===== config.mk =====
export PLATFORM = sky130hd
export DESIGN_NAME = spi_load_ctrl
export DESIGN_NICKNAME = d
export VERILOG_FILES = /design/src/rtl/tp_pkg.sv /design/src/rtl/frame_shifter.sv /design/src/rtl/spi_load_ctrl.sv
export SDC_FILE = /design/constraint.sdc
export NUM_CORES = 1
export LEC_CHECK = 0
export CORE_MARGIN = 2
export CORE_UTILIZATION = 30
export DETAILED_ROUTE_END_ITERATION = 8
export PLACE_DENSITY = 0.55
export SKIP_LAST_GASP = 1
export SYNTH_ARGS = -nofsm -noshare
export SYNTH_HDL_FRONTEND = slang
export SYNTH_SLANG_ARGS = --single-unit

===== constraint.sdc =====
create_clock -name clk -period 4.3 [get_ports clk]
set_input_delay 0.86 -clock clk [delete_from_list [all_inputs] [get_ports clk]]
set_output_delay 0.86 -clock clk [all_outputs]
set_load 0.01 [all_outputs]

===== src/rtl/tp_pkg.sv =====
// Shared types and constants for the tiny-processor serial load path.
package tp_pkg;

   localparam int unsigned DATA_W  = 8;
   localparam int unsigned ADDR_W  = 4;
   localparam int unsigned FRAME_W = DATA_W + ADDR_W;
   localparam int unsigned FCNT_W  = 5;

   localparam logic [FCNT_W-1:0] FCNT_MAX = FCNT_W'(31);

   localparam logic [1:0] SEL_IDLE  = 2'b00;
   localparam logic [1:0] SEL_ILOAD = 2'b01;
   localparam logic [1:0] SEL_DLOAD = 2'b10;
   localparam logic [1:0] SEL_RUN   = 2'b11;

   typedef enum logic [1:0] {
      IDLE    = 2'd0,
      SHIFT_I = 2'd1,
      SHIFT_D = 2'd2,
      RUN     = 2'd3
   } state_t;

endpackage


===== src/rtl/frame_shifter.sv =====
// MSB-first frame shift register with a wrapping bit counter; latches each
// completed frame and flags it with a one-cycle frame_done.
module frame_shifter #(
   parameter int unsigned FRAME_W = 12
) (
   input  logic                       clk,
   input  logic                       rst,
   input  logic                       shift_en,
   input  logic                       clr,
   input  logic                       mosi,
   output logic                       last_bit_c,
   output logic [$clog2(FRAME_W)-1:0] bit_cnt,
   output logic                       frame_done,
   output logic [FRAME_W-1:0]         frame
);

   localparam int unsigned CNT_W = $clog2(FRAME_W);
   localparam logic [CNT_W-1:0] LAST = CNT_W'(FRAME_W - 1);

   logic [FRAME_W-1:0] sr_q;
   logic [CNT_W-1:0]   cnt_q;

   // last_bit_c must not depend on clr: the parent derives clr from it
   assign last_bit_c = shift_en && (cnt_q == LAST);
   assign bit_cnt    = cnt_q;

   always_ff @(posedge clk) begin
      if (rst) begin
         sr_q       <= '0;
         cnt_q      <= '0;
         frame_done <= 1'b0;
         frame      <= '0;
      end else begin
         frame_done <= last_bit_c;
         if (last_bit_c) begin
            frame <= {sr_q[FRAME_W-2:0], mosi};
         end
         if (clr) begin
            sr_q  <= '0;
            cnt_q <= '0;
         end else if (shift_en) begin
            sr_q  <= {sr_q[FRAME_W-2:0], mosi};
            cnt_q <= last_bit_c ? '0 : cnt_q + CNT_W'(1);
         end
      end
   end

endmodule


===== src/rtl/spi_load_ctrl.sv =====
// Serial load controller: select decode, counted 12-bit frame commit to the
// icache/dcache write ports. Define SPI_READBACK_EN for MISO readback of the
// overwritten cache word.
module spi_load_ctrl
   import tp_pkg::*;
#(
   parameter int unsigned DATA_W = tp_pkg::DATA_W,
   parameter int unsigned ADDR_W = tp_pkg::ADDR_W
) (
   input  logic                  clk,
   input  logic                  rst,
   input  logic [1:0]            sel_in,
   input  logic                  mosi_in,
   input  logic [DATA_W-1:0]     rd_data_in,
   input  logic                  proc_done_in,
   output logic [ADDR_W-1:0]     wr_addr_out,
   output logic [DATA_W-1:0]     wr_data_out,
   output logic                  icache_wen_out,
   output logic                  dcache_wen_out,
   output logic                  run_out,
   output logic                  busy_out,
   output logic [FCNT_W-1:0]     frame_cnt_out,
   output logic                  frame_err_out,
   output logic                  miso_out
);

   localparam int unsigned FRAME_W = DATA_W + ADDR_W;
   localparam int unsigned CNT_W   = $clog2(FRAME_W);

   state_t state_q, state_d;

   logic               shift_c;
   logic               leave_c;
   logic               enter_shift_c;
   logic               enter_run_c;
   logic               clr_c;
   logic               abort_c;
   logic               last_bit_c;
   logic [CNT_W-1:0]   bit_cnt;
   logic               frame_done;
   logic [FRAME_W-1:0] frame;

   // proc_done_in is polled by the master through the pins; no state depends on it
   logic unused_ok;
   assign unused_ok = proc_done_in;

   always_ff @(posedge clk) begin
      if (rst) state_q <= IDLE;
      else     state_q <= state_d;
   end

   // Every mode change passes through IDLE
   always_comb begin
      state_d = state_q;
      case (state_q)
         IDLE: begin
            case (sel_in)
               SEL_ILOAD: state_d = SHIFT_I;
               SEL_DLOAD: state_d = SHIFT_D;
               SEL_RUN:   state_d = RUN;
               default:   state_d = IDLE;
            endcase
         end
         SHIFT_I: if (sel_in != SEL_ILOAD) state_d = IDLE;
         SHIFT_D: if (sel_in != SEL_DLOAD) state_d = IDLE;
         RUN:     if (sel_in != SEL_RUN)   state_d = IDLE;
         default: state_d = IDLE;
      endcase
   end

   assign shift_c       = (state_q == SHIFT_I) || (state_q == SHIFT_D);
   assign leave_c       = shift_c && (state_d == IDLE);
   assign enter_shift_c = (state_q == IDLE) && ((state_d == SHIFT_I) || (state_d == SHIFT_D));
   assign enter_run_c   = (state_q == IDLE) && (state_d == RUN);
   // A bit sampled on the leaving cycle belongs to no frame unless it completes one
   assign clr_c         = enter_shift_c || (leave_c && !last_bit_c);
   assign abort_c       = leave_c && !last_bit_c && (bit_cnt != '0);

   frame_shifter #(
      .FRAME_W (FRAME_W)
   ) u_shifter (
      .clk        (clk),
      .rst        (rst),
      .shift_en   (shift_c),
      .clr        (clr_c),
      .mosi       (mosi_in),
      .last_bit_c (last_bit_c),
      .bit_cnt    (bit_cnt),
      .frame_done (frame_done),
      .frame      (frame)
   );

   assign wr_data_out = frame[FRAME_W-1:ADDR_W];
   assign wr_addr_out = frame[ADDR_W-1:0];

   always_ff @(posedge clk) begin
      if (rst) begin
         icache_wen_out <= 1'b0;
         dcache_wen_out <= 1'b0;
         run_out        <= 1'b0;
         busy_out       <= 1'b0;
         frame_cnt_out  <= '0;
         frame_err_out  <= 1'b0;
      end else begin
         icache_wen_out <= last_bit_c && (state_q == SHIFT_I);
         dcache_wen_out <= last_bit_c && (state_q == SHIFT_D);
         run_out        <= (state_d == RUN);
         busy_out       <= (state_d == SHIFT_I) || (state_d == SHIFT_D) || last_bit_c;
         if (enter_shift_c) begin
            frame_cnt_out <= '0;
         end else if (last_bit_c && (frame_cnt_out != FCNT_MAX)) begin
            frame_cnt_out <= frame_cnt_out + FCNT_W'(1);
         end
         if (enter_run_c) begin
            frame_err_out <= 1'b0;
         end else if (abort_c) begin
            frame_err_out <= 1'b1;
         end
      end
   end

`ifdef SPI_READBACK_EN
   // Old word captured on the commit cycle, replayed MSB-first from the
   // cycle after capture; zeros shift in behind it
   logic [DATA_W-1:0] shadow_q;

   always_ff @(posedge clk) begin
      if (rst) begin
         shadow_q <= '0;
      end else if (enter_shift_c) begin
         shadow_q <= '0;
      end else if (frame_done) begin
         shadow_q <= rd_data_in;
      end else if (shift_c) begin
         shadow_q <= {shadow_q[DATA_W-2:0], 1'b0};
      end
   end

   assign miso_out = shadow_q[DATA_W-1];
`else
   logic unused_rd_ok;
   assign unused_rd_ok = ^rd_data_in;
   assign miso_out     = 1'b0;
`endif

endmodule


==> flow_summary.yaml <==
global_route:
  grt_remaining_overflow: 0
  grt_pass1_wl_um: 5630
  grt_pass1_vias: 1252
  grt_use_total: 0.115
  antenna_found_initial: 0
  grt_max_degree: 22
synth:
  yosysUniqueCellTypes: 35
  syn_inst: 184
  synth_edf_count: 0
  yosys_warnings: 0
  synthArstFlopShare: 0
  synthesis.area_sq_mm: 0.00166
  yosysSeqAreaShare: 0.470
  synthFlopType: "dfxtp_1"
  synth-seq-cells: 39
  avgSynthCellArea_sq_um: 9.04
  synth_nets: 209
place:
  port_buffers: 26
  hpwl_um: 2100
  gp_congestion: 0.741
sta:
  hold_viol_final: 0
  fin_setup_tns_ns: 0
  fin_worst_skew_ns: 0.00972
  rsz0062_at_grt: "no"
  max_freq_ghz: 0.361
  finalMaxSlewViolations: 0
  min_period_over_period: 0.644
  setup_viol: 0
  min_period_ns: 2.77
  worst_pin_slew_ns: 0.833
  slew_headroom: 0.445
critical_path:
  cp-end-kind: "flop"
  timing.rr.start: "state_q[0]$_SDFF_PP0_"
  reg2reg_depth: 5
  arrival_ns: 2.99
  r2r_end: "frame_cnt_out[3]$_SDFFE_PP0P_"
  worstSetupPathType: "primary input to flop"
  cp.required_ns: 4.53
  path_max_fanout: 14
  worstSetupStartpoint: "sel_in[0]"
  start_kind: "primary input"
  rrSetupSlack_ns: 1.78
worst_hold_path:
  min_path_cells: 2
  whs_endpoint: "u_shifter.frame[6]$_SDFFE_PP0P_"
  hold_class: "flop to flop"
  hp-start: "u_shifter.frame[6]$_SDFFE_PP0P_"
pwr:
  swShare: 0.250
  worst_ir_drop_vdd_mv: 0.155
  pwr-share-clk: 0.381
  powerDensity_mw_per_mm2: 337
  p_int_mw: 0.524
  seq_power_share: 0.530
  p_leak_nw: 0.746
  switching_power_mw: 0.174
  combPwrFrac: 0.088
drt:
  dr.pass1.iters: 4
  wl_um: 3130
  viasPerCell: 4.60
  wl_per_cell_um: 11.2
  drtIter0Drc: 45
  drc: 0
  vias: 1294
  antenna_left: 0
clock_network:
  cts_buffer_depth: 2
  cts_made_buffers: 5
  cts_max_level: 2
  clkLatencyLatePin_ns: 0.30
  cts_root_buf: "clkbuf_8"
  cts.sinks: 39
  post_cts.repair.setup_buffers: 0
  path_clk_slew_ns: 0.07
  cts_tree: "yes"
  cts-hold-fix-buffers: 0
  ctsResizeCount: 0
cells_and_area:
  syn_to_final_growth_pct: 24.7
  drive_above_1_share: 0.0574
  num-nets-final: 233
  fillCellCount: 561
  post-route-util: 0.381
  num_antenna_cells: 0
floorplan:
  num_rows: 27
  start_util: 0.306
  die_w_um: 78.5
  ios: 37
  dieArea_sq_mm: 0.00615
  core_area_sq_mm: 0.00544
  die_h_um: 78.5
job:
  drv_cap: 0
outcome:
  status: "finished, final reports clean"
==> metrics by stage <==
step	cell area, sq um	hold slack (ns)	cells	power, mW	worst slack [ns]
6_report	2070	0.460	281	0.698	1.53
5_1_grt	2070	0.479	281	0.732	1.39
4_1_cts	2070	0.463	281	0.709	1.51
3_5_place_dp	1970	0.449	273	0.441	1.22
3_3_place_gp	1970	0.448	273	0.442	1.21
2_1_floorplan	1660	0.431	184	0.424	1.80
==> how the worst max path moves through the flow <==
stage                                        end  depth (start not counted)
6_report       u_shifter.bit_cnt[3]$_SDFFE_PP0N_                          8
5_1_grt        u_shifter.bit_cnt[3]$_SDFFE_PP0N_                          8
4_1_cts        u_shifter.bit_cnt[3]$_SDFFE_PP0N_                          8
3_5_place_dp   u_shifter.bit_cnt[3]$_SDFFE_PP0N_                          8
3_3_place_gp   u_shifter.bit_cnt[3]$_SDFFE_PP0N_                          8
2_1_floorplan  u_shifter.bit_cnt[1]$_SDFFE_PP0N_                          8
==> Yosys cell counts (all sizes together) (2+ instances only) <==
library cell | number | area [sq um]
nor3b | 2 | 15.0
nor2 | 17 | 63.8
o31ai | 2 | 15.0
dfxtp | 39 | 781
o21ai | 5 | 25.0
inv | 6 | 22.5
nand3b | 2 | 15.0
nand4b | 2 | 17.5
nand2 | 28 | 105
or4 | 2 | 15.0
a21oi | 20 | 100
mux2i | 13 | 130
nand3 | 6 | 30.0
and4b | 2 | 20.0
clkbuf | 4 | 15.0
buf | 6 | 31.3
and3 | 2 | 12.5
ha | 11 | 138
==> cell type report <==
cell class	count	area, sq um	share of cell area
Clock buffer	6	82.6	0.0398
Tap cell	72	90.1	0.0435
Inverter	6	22.5	0.0109
Clock inverter	2	16.3	0.00785
Multi-Input combinational cell	129	813	0.392
Timing Repair Buffer	27	268	0.129
Sequential cell	39	781	0.377
==> flip-flops by register name, summed over array words and instances (netlist names) <==
| signal | cells |
|---|---|
| busy_out | 1 |
| dcache_wen_out | 1 |
| frame_cnt_out | 5 |
| frame_err_out | 1 |
| icache_wen_out | 1 |
| run_out | 1 |
| state_q | 2 |
| u_shifter.bit_cnt | 4 |
| u_shifter.frame | 12 |
| u_shifter.sr_q | 11 |
==> power by group through the flow <==
| stage | clock, mW | combinational (mW) | sequential (mW) |
|---|---|---|---|
| floorplan | 0 | 0.0458 | 0.378 |
| global placement | 0 | 0.0631 | 0.378 |
| detailed placement | 0 | 0.0629 | 0.378 |
| CTS | 0.275 | 0.0632 | 0.370 |
| global route | 0.291 | 0.0699 | 0.371 |
| finish | 0.266 | 0.0617 | 0.370 |
==> per-layer routing <==
metal,global-route usage,up-vias,routed length (um)
met5,0,-,0
met4,0.0368,0,40
met3,0.0483,4,140
met2,0.179,18,1390
met1,0.143,592,1560
li1,-,680,-
==> worst max-delay path: stages <==
cell and delay [ns]:
clkdlybuf4s50_1 0.50, mux2_2 0.35, nand3_1 0.12, and3_1 0.17, ha_1 0.24, a21o_1 0.27, a31o_2 0.35, a21oi_1 0.13
==> cell usage in the layout, fill, tap and decap left out, types with 2 or more instances in the layout <==
cell	synthesis	final
nor2_1	17	17
o21ai_0	5	5
nand3b_1	2	2
and3_1	2	2
nor3b_1	2	2
inv_1	6	6
nand4b_1	2	2
clkbuf_8	0	6
nand2_1	28	28
o31ai_1	2	2
nand3_1	6	6
mux2i_1	13	13
or4_1	2	2
a21oi_1	20	20
and4b_1	2	2
dfxtp_1	39	39
ha_1	11	11
clkdlybuf4s50_1	0	26
==> cell families after synthesis <==
kind of cell             Yosys count  share of synthesized area
AO/OA/AOI/OAI                     34                      0.117
adder cells (fa/ha/maj)           11                     0.0828
buffers and inverters             16                     0.0414
flip-flops                        39                      0.470
multiplexers                      14                     0.0850
other                              1                    0.00226
AND/OR/NAND/NOR                   69                      0.202
No activity file was read; power rests on OpenSTA's default activity.
==> RTL change, RTL diff (same flow settings) <==
Build with the macro `SPI_READBACK_EN` defined.
--- a/src/rtl/spi_load_ctrl.sv
+++ b/src/rtl/spi_load_ctrl.sv
@@ -2,4 +2,6 @@
 // icache/dcache write ports. Define SPI_READBACK_EN for MISO readback of the
 // overwritten cache word.
+`define SPI_READBACK_EN
+
 module spi_load_ctrl
    import tp_pkg::*;
Behaviour: no difference found for any inputs over 10 cycles, from zero or initial values and one cycle with rst high; that may be too few to reach the edited logic, so the function may still have changed.
==> RTL change against the original RTL <==
  * Synthesized cell count up 19%
  * Sequential cell count up 9
  * Largest cell class unchanged
  * Design area up 24%
  * Fmax down 5.5%
  * Clock skew down 0.0014 ns
  * Wire length up 20%
  * Clock power up 28%
  * Setup slack worse by 0.16 ns
  * Critical path depth unchanged
  * Power up 25%
  * Synthesized area up 24%
  * Count of clock-buffer cells in the layout unchanged
  * Critical endpoint unchanged
  * Core utilization up 0.28 points
==> RTL change: results (changes against the original RTL) <==
\begin{tabular}{lr}
\hline
Metric & Value \\
\hline
\multicolumn{2}{l}{\textbf{Worst hold path}} \\
\quad Hold-critical path endpoint & u\_shifter.frame[10] \\
\quad Worst Min Path Start & u\_shifter.frame[10] \\
\multicolumn{2}{l}{\textbf{Synth}} \\
\quad Dominant cells by area after synthesis & sky130\_fd\_sc\_hd\_\_dfxtp\_1 (47\%), sky130\_fd\_sc\_hd\_\_mux2i\_1 (9.7\%), sky130\_fd\_sc\_hd\_\_ha\_1 (6.7\%), sky130\_fd\_sc\_hd\_\_a21oi\_1 (5.1\%), sky130\_fd\_sc\_hd\_\_nand2\_1 (5.1\%) \\
\quad Portion of the post-synthesis area used by sequential elements & 0.465 (-0.00407) \\
\quad Per-instance average area after synthesis & 9.43 um2 (+4.3\%) \\
\multicolumn{2}{l}{\textbf{Power}} \\
\quad Lkg Pwr & 0.958 nW (+28\%) \\
\quad Worst IR Drop VDD & 0.154 mV (-0.36\%) \\
\multicolumn{2}{l}{\textbf{Clock tree}} \\
\quad Post-CTS clock slew at the launch and capture registers of the worst setup and hold paths & 0.09 ns (+0.02 ns) \\
\multicolumn{2}{l}{\textbf{Layout}} \\
\quad Fill cells & 693 (+24\%) \\
\quad \# nets final & 275 (+18\%) \\
\quad Fraction of layout cells with a size suffix above 1 & 0.0797 (+0.0223) \\
\multicolumn{2}{l}{\textbf{Setup path}} \\
\quad Flop2flop setup slack & 1.76 ns (-0.02 ns) \\
\quad Critical path peak fanout & 15 (+1) \\
\quad FF-to-FF path depth & 9 (+4) \\
\multicolumn{2}{l}{\textbf{STA}} \\
\quad Transition time at the pin with the least slew margin & 0.713 ns (-0.120 ns) \\
\quad Final setup skew & 0.00829 ns (-0.00143 ns) \\
\multicolumn{2}{l}{\textbf{Drt}} \\
\quad DR iter-0 viols & 53 (+18\%) \\
\quad Post-detailed-routing wire length & 3770 um (+20\%) \\
\quad Wirelength per Cell & 11.4 um (+2.0\%) \\
\multicolumn{2}{l}{\textbf{Place}} \\
\quad Half-perimeter wire length of the detailed placement result & 2610 um (+24\%) \\
\quad Global placement routability congestion & 0.714 (-3.7\%) \\
\multicolumn{2}{l}{\textbf{GRT}} \\
\quad Overall Global Routing Usage & 0.110 (-0.00444) \\
\quad Global-route wire length before repair & 6740 um (+20\%) \\
\quad Vias in the first global route & 1523 (+22\%) \\
\multicolumn{2}{l}{\textbf{Status}} \\
\quad Run status & finished, final reports clean \\
\hline
\end{tabular}
-- RTL change: worst reg2reg max path: stages (launching register included) --
cell and delay, ns:
sky130_fd_sc_hd__dfxtp_1 0.41, sky130_fd_sc_hd__inv_1 0.11, sky130_fd_sc_hd__ha_1 0.20, sky130_fd_sc_hd__and3b_1 0.19, sky130_fd_sc_hd__a22oi_1 0.23, sky130_fd_sc_hd__and2_1 0.18, sky130_fd_sc_hd__ha_1 0.25, sky130_fd_sc_hd__a21o_1 0.37
sky130_fd_sc_hd__a31o_2 0.41, sky130_fd_sc_hd__a21oi_1 0.14
-- RTL change: worst max path at each step --
stage | startpoint | to | slack [ns] | depth (start not counted)
global placement | sel_in[0] | u_shifter.bit_cnt[3] | 1.04 | 8
finish | sel_in[0] | u_shifter.bit_cnt[3] | 1.37 | 8
global route | sel_in[1] | u_shifter.bit_cnt[1] | 1.16 | 8
CTS | sel_in[0] | u_shifter.bit_cnt[3] | 1.34 | 8
floorplan | sel_in[0] | u_shifter.bit_cnt[1] | 1.86 | 8
detailed placement | sel_in[0] | u_shifter.bit_cnt[3] | 1.02 | 8
-- RTL change: per-layer routing --
layer	share of wire	up-vias
met5	0	-
met4	0.012	0
met3	0.040	4
met2	0.46	23
met1	0.49	705
li1	-	812
-- RTL change: area by class of cell --
cell class                      instances  share of cell area
Clock buffer                            6              0.0320
Clock inverter                          2              0.0150
Inverter                                6             0.00873
Multi-Input combinational cell        153               0.394
Sequential cell                        48               0.372
Tap cell                               80              0.0388
Timing Repair Buffer                   36               0.139
-- RTL change: cell families after synthesis --
logic type / Yosys count / synth area share
AO/OA/AOI/OAI: 35 / 0.0964
adder cells (fa/ha/maj): 11 / 0.0667
buffers and inverters: 18 / 0.0418
flip-flops: 48 / 0.465
multiplexers: 28 / 0.141
AND/OR/NAND/NOR: 79 / 0.189
-- RTL change: report_power, final --
group / leakage, nW / total (W) / switching (W) / internal, W
Sequential: 0.387 / 0.000453 / 0.00000392 / 0.000449
Clock: 0.0614 / 0.000340 / 0.000150 / 0.000190
Combinational: 0.510 / 0.0000785 / 0.0000427 / 0.0000358
-- RTL change: per-stage QoR --
step	worst slack (ns)	utilization	area [um2]	hold slack [ns]	power (W)
after global placement	1.04	0.366	2460	0.445	0.000543
after CTS	1.34	0.384	2580	0.462	0.000888
after floorplan	1.86	-	2060	0.431	0.000519
final	1.37	0.384	2580	0.458	0.000872
after detailed placement	1.02	0.366	2460	0.449	0.000544
after global routing	1.16	0.384	2580	0.478	0.000913
